`src/rtl/dm_store_buffer.sv`:
```
`default_nettype none
// ============================================================================
// Module   : dm_store_buffer
// Purpose  : Posted-write FIFO between the store unit and data memory, with
//            load-hazard detection. Optional store coalescing: STBUF_COALESCE_EN
// Revision : 1.0 - initial release
// ============================================================================
module dm_store_buffer #(
    parameter int DEPTH = 4,
    parameter int AW    = 32,
    parameter int DW    = 32
) (
    input  logic                   clk_in,
    input  logic                   rst_n_in,
    input  logic                   st_valid_in,
    input  logic [AW-1:0]          st_addr_in,
    input  logic [DW-1:0]          st_data_in,
    input  logic [DW/8-1:0]        st_mask_in,
    output logic                   st_ready_out,
    input  logic                   ld_req_in,
    input  logic [AW-1:0]          ld_addr_in,
    output logic                   ld_stall_out,
    output logic                   mem_wr_valid_out,
    input  logic                   mem_wr_ready_in,
    output logic [AW-1:0]          mem_addr_out,
    output logic [DW-1:0]          mem_data_out,
    output logic [DW/8-1:0]        mem_mask_out,
    output logic                   buf_empty_out,
    output logic [$clog2(DEPTH):0] buf_count_out
);

    localparam int c_ptr_w = $clog2(DEPTH);
    localparam int c_cnt_w = c_ptr_w + 1;
    localparam int c_mw    = DW / 8;
    localparam int c_waw   = AW - 2;

    logic [c_waw-1:0]   r_addr [DEPTH];
    logic [DW-1:0]      r_data [DEPTH];
    logic [c_mw-1:0]    r_mask [DEPTH];
    logic [DEPTH-1:0]   r_valid;
    logic [c_ptr_w-1:0] r_rd_ptr;
    logic [c_ptr_w-1:0] r_wr_ptr;
    logic [c_cnt_w-1:0] r_count;

    logic               w_not_empty;
    logic               w_full;
    logic               w_merge_hit;
    logic               w_accept;
    logic               w_push;
    logic               w_merge;
    logic               w_pop;
    logic               w_hit;
    logic [c_ptr_w-1:0] w_young;
    logic [c_waw-1:0]   w_st_word;
    logic [c_waw-1:0]   w_ld_word;
    logic [1:0]         w_unused_lsbs;

    assign w_st_word     = st_addr_in[AW-1:2];
    assign w_ld_word     = ld_addr_in[AW-1:2];
    assign w_unused_lsbs = st_addr_in[1:0] ^ ld_addr_in[1:0];
    assign w_not_empty   = (r_count != '0);
    assign w_full        = (r_count == c_cnt_w'(DEPTH));
    assign w_young       = r_wr_ptr - 1'b1;

`ifdef STBUF_COALESCE_EN
    // Merging into the head while it is the only entry could race the drain.
    assign w_merge_hit = (r_count > c_cnt_w'(1)) && (r_addr[w_young] == w_st_word);
`else
    assign w_merge_hit = 1'b0;
`endif

    assign st_ready_out = !w_full || w_merge_hit;
    assign w_accept     = st_valid_in && st_ready_out && (st_mask_in != '0);
    assign w_merge      = w_accept && w_merge_hit;
    assign w_push       = w_accept && !w_merge_hit;
    assign w_pop        = w_not_empty && mem_wr_ready_in;

    always_comb begin
        w_hit = 1'b0;
        for (int i = 0; i < DEPTH; i++) begin
            if (r_valid[i] && (r_addr[i] == w_ld_word)) begin
                w_hit = 1'b1;
            end
        end
    end

    assign ld_stall_out     = ld_req_in && w_hit;
    assign mem_wr_valid_out = w_not_empty;
    assign mem_addr_out     = w_not_empty ? {r_addr[r_rd_ptr], 2'b00} : '0;
    assign mem_data_out     = w_not_empty ? r_data[r_rd_ptr] : '0;
    assign mem_mask_out     = w_not_empty ? r_mask[r_rd_ptr] : '0;
    assign buf_empty_out    = !w_not_empty;
    assign buf_count_out    = r_count;

    always_ff @(posedge clk_in or negedge rst_n_in) begin
        if (!rst_n_in) begin
            r_rd_ptr <= '0;
            r_wr_ptr <= '0;
            r_count  <= '0;
            r_valid  <= '0;
            for (int i = 0; i < DEPTH; i++) begin
                r_addr[i] <= '0;
                r_data[i] <= '0;
                r_mask[i] <= '0;
            end
        end else begin
            if (w_push) begin
                r_addr[r_wr_ptr] <= w_st_word;
                r_data[r_wr_ptr] <= st_data_in;
                r_mask[r_wr_ptr] <= st_mask_in;
                r_wr_ptr         <= r_wr_ptr + 1'b1;
            end
            if (w_merge) begin
                for (int b = 0; b < c_mw; b++) begin
                    if (st_mask_in[b]) begin
                        r_data[w_young][8*b +: 8] <= st_data_in[8*b +: 8];
                    end
                end
                r_mask[w_young] <= r_mask[w_young] | st_mask_in;
            end
            if (w_pop) begin
                r_valid[r_rd_ptr] <= 1'b0;
                r_rd_ptr          <= r_rd_ptr + 1'b1;
            end
            // Push and pop never share an index: that needs count 0 or DEPTH.
            if (w_push) begin
                r_valid[r_wr_ptr] <= 1'b1;
            end
            case ({w_push, w_pop})
                2'b10:   r_count <= r_count + 1'b1;
                2'b01:   r_count <= r_count - 1'b1;
                default: r_count <= r_count;
            endcase
        end
    end

endmodule
`default_nettype wire

```
`config.mk`:
```
export PLATFORM = sky130hd
export DESIGN_NAME = dm_store_buffer
export DESIGN_NICKNAME = d
export VERILOG_FILES = /design/src/rtl/dm_store_buffer.sv
export SDC_FILE = /design/constraint.sdc
export NUM_CORES = 1
export LEC_CHECK = 0
export ABC_AREA = 0
export ABC_CLOCK_PERIOD_IN_PS = 1900
export CAP_MARGIN = 10
export CORE_AREA = 2 2 173 218
export CTS_BUF_LIST = sky130_fd_sc_hd__clkbuf_2
export DETAILED_ROUTE_END_ITERATION = 8
export DIE_AREA = 0 0 175 220
export SLEW_MARGIN = 20
export SYNTH_ARGS = -nofsm -noshare
export SYNTH_HDL_FRONTEND = slang
export SYNTH_SLANG_ARGS = --single-unit
```
`constraint.sdc`:
```
create_clock -name clk_in -period 1.9 [get_ports clk_in]
set_input_delay 0.38 -clock clk_in [delete_from_list [all_inputs] [get_ports clk_in]]
set_output_delay 0.38 -clock clk_in [all_outputs]
set_load 0.01 [all_outputs]
```
==> reports/results.ini <==
[hold_path]
min-delay-start=st_addr_in[18]
hp-class=input port to flop
min_path_cells=2
min_to=r_addr[46]

[setup_path]
crit_type=flop to output pin
cp_max_fo=2
worst_ep_required_time_ps=1520
r2r_end=buf_count_out[1]
critPathLaunchType=flop
timing.rr.start=buf_count_out[1]
crit_arrival_ps=2630
cp-end-kind=output pin
reg2regPathDepth=8
r2r_slack_ps=-230

[timing]
fmax_mhz=333
fin_ws_ps=-1110
hold_viol_final=0
fin_crit_ps=3010
setup_violations=338
final.setup.tns_ps=-86760
final_max_slew_viol_count=0
clock_skew_ps=53.8
hold_ws_ps=167
rsz0062_at_grt=true
min_period_over_period_pct=158

[synthesis]
yosys.area.top_type=dfrtp_1
synthDistinctLibCells=28
ys_ff_latch=275
synth_area_um2=14400
syn_avg_cell_area_um2=15.1
netlist.area_leader.share_pct=47.6
syn_inst=956
ys_warn_count=0
ys_seq_area_share_pct=47.6
synthTopCellsByArea=dfrtp_1 48%, mux2_4 12%, mux2_2 12%

[place]
gp_congestion=0.883
dp.final_hpwl_um=27000
numPortBuffers=173

[pwr]
internal_power_uw=25200
leakage_uw=0.00928
pwr-share-clk_pct=10.9
p_seq_share_pct=28.8
pwr_density_cell_nw_per_um2=1910
power_frac_comb_pct=60.3
switching_share_pct=34.2
ir_drop_v=0.000874
p_sw_uw=13100

[drt]
vias_per_cell=5.02
detail_route.first_pass.iterations=7
ant_nets=0
drc=0
initialDrtViolationCount=509
vias=9604
wl_um=42700
routedWlPerCell_um=22.3

[grt]
grt_pass1_wl_um=62100
antenna_found_initial=5
gr-total-overflow=0
track_usage_pct=21.6
grt_max_degree=57
grt_pass1_vias=10400

[cells_and_area]
area_growth_pct=38.7
nNetsFinal=1485
final_cell_mix=272 x dfrtp_1, 144 x buf_4, 133 x mux2_2
layout_commonest_cell=dfrtp_1
drive_gt1_share_pct=58.9

[floorplan]
die-area_um2=38500
chipWidth_um=175
rows=79
core-area_um2=36700
pin_count=180
start_util_pct=39.4
die_h_um=220

[status]
violations=setup timing
status=complete, but fails checks

[clock_tree]
clk_pin_slew_ps=100
clk_latency_ps=900
tritoncts=done
clkSinkCount=275
clk_path_buf_depth=3
numCtsBuffers=76
htreeDepth=3
clockRootBuffer=clkbuf_2

[run]
max_cap_viol_count=0

-- per-stage QoR --
step	total power (uW)	area, um^2	std cells	utilization [%]	setup WS, ps
floorplan	22200	14500	957	-	-60.9
global placement	30500	17900	1723	48.9	-1430
detailed placement	30700	17900	1723	48.9	-1350
CTS	36700	19200	1891	52.5	-1140
global route	40500	20000	1914	54.6	-1230
finish	38300	20000	1914	54.6	-1110
-- layout make-up --
| type | instances | area [um^2] |
|---|---|---|
| Fill cell | 3111 | 16600 |
| Multi-Input combinational cell | 605 | 7410 |
| Sequential cell | 275 | 6890 |
| Timing Repair Buffer | 402 | 4440 |
| Tap cell | 486 | 608 |
| Clock buffer | 112 | 561 |
| Clock inverter | 22 | 88.8 |
| Inverter | 10 | 37.5 |
| Antenna cell | 2 | 5.00 |
-- Yosys cell counts (all sizes together) --
library cell	count
fa	1
nand2	19
mux2	264
o21ai	2
conb	1
nor2	2
mux4	66
nor4	16
ha	9
a21oi	1
xnor2	79
and2	67
buf	42
dfrtp	275
clkbuf	28
xor2	46
mux2i	1
inv	10
o41ai	1
nand4	24
a41oi	1
or3	1
-- power by group through the flow --
stage                     Sequential [uW]  Clock [uW]  Combinational, uW
after floorplan                     10500           0              11700
after global placement              11000           0              19500
after detailed placement            11100           0              19600
after CTS                           11000        4380              21300
after global routing                11300        4690              24500
final                               11000        4190              23100
-- how the worst max path moves through the flow --
stage	from	to	slack, ps	cells after the start
6_report	r_addr[67]	ld_stall_out	-1110	6
5_1_grt	r_addr[113]	ld_stall_out	-1230	7
4_1_cts	r_rd_ptr[0]	mem_addr_out[17]	-1140	6
3_5_place_dp	ld_addr_in[8]	ld_stall_out	-1350	9
3_3_place_gp	ld_addr_in[8]	ld_stall_out	-1430	9
2_1_floorplan	st_mask_in[2]	buf_count_out[2]	-60	9
-- layer usage --
metal	global-route usage (%)	vias up	wire, um
li1	-	4303	-
met1	26.7	4916	17000
met2	38.0	294	22200
met3	4.31	85	2370
met4	6.83	6	1110
met5	0	-	41
-- logic make-up after synthesis --
| group | Yosys count | share of synthesized area, % |
|---|---|---|
| flip-flops | 275 | 47.6 |
| adder cells (fa/ha/maj) | 10 | 0.918 |
| AO/OA/AOI/OAI | 5 | 0.355 |
| multiplexers | 331 | 34.0 |
| buffers and inverters | 80 | 4.08 |
| other | 1 | 0.0260 |
| AND/OR/NAND/NOR | 129 | 5.43 |
| XOR/XNOR | 125 | 7.58 |
-- sequential cells by signal, indices dropped and copies added (netlist names) --
name           cells
r_valid            4
r_addr           120
r_wr_ptr           2
buf_count_out      3
r_mask            16
r_data           128
r_rd_ptr           2
-- critical path, stage by stage, from the launching register on --
cell	delay, ps
dfrtp_1	410
xnor2_2	240
nand4_1	230
nor4_2	330
nand4_1	160
a41oi_2	230
buf_2	170
-- repair_timing --
action                     in CTS  in global routing
setup buffers                  22                  9
hold buffers                    2                  0
hold endpoints to repair      275                  0
cloned                         11                 18
pin swaps                      76                 17
gates resized for setup       397                 96
setup endpoints to repair     243                213
(Power assumes the default switching activity.)
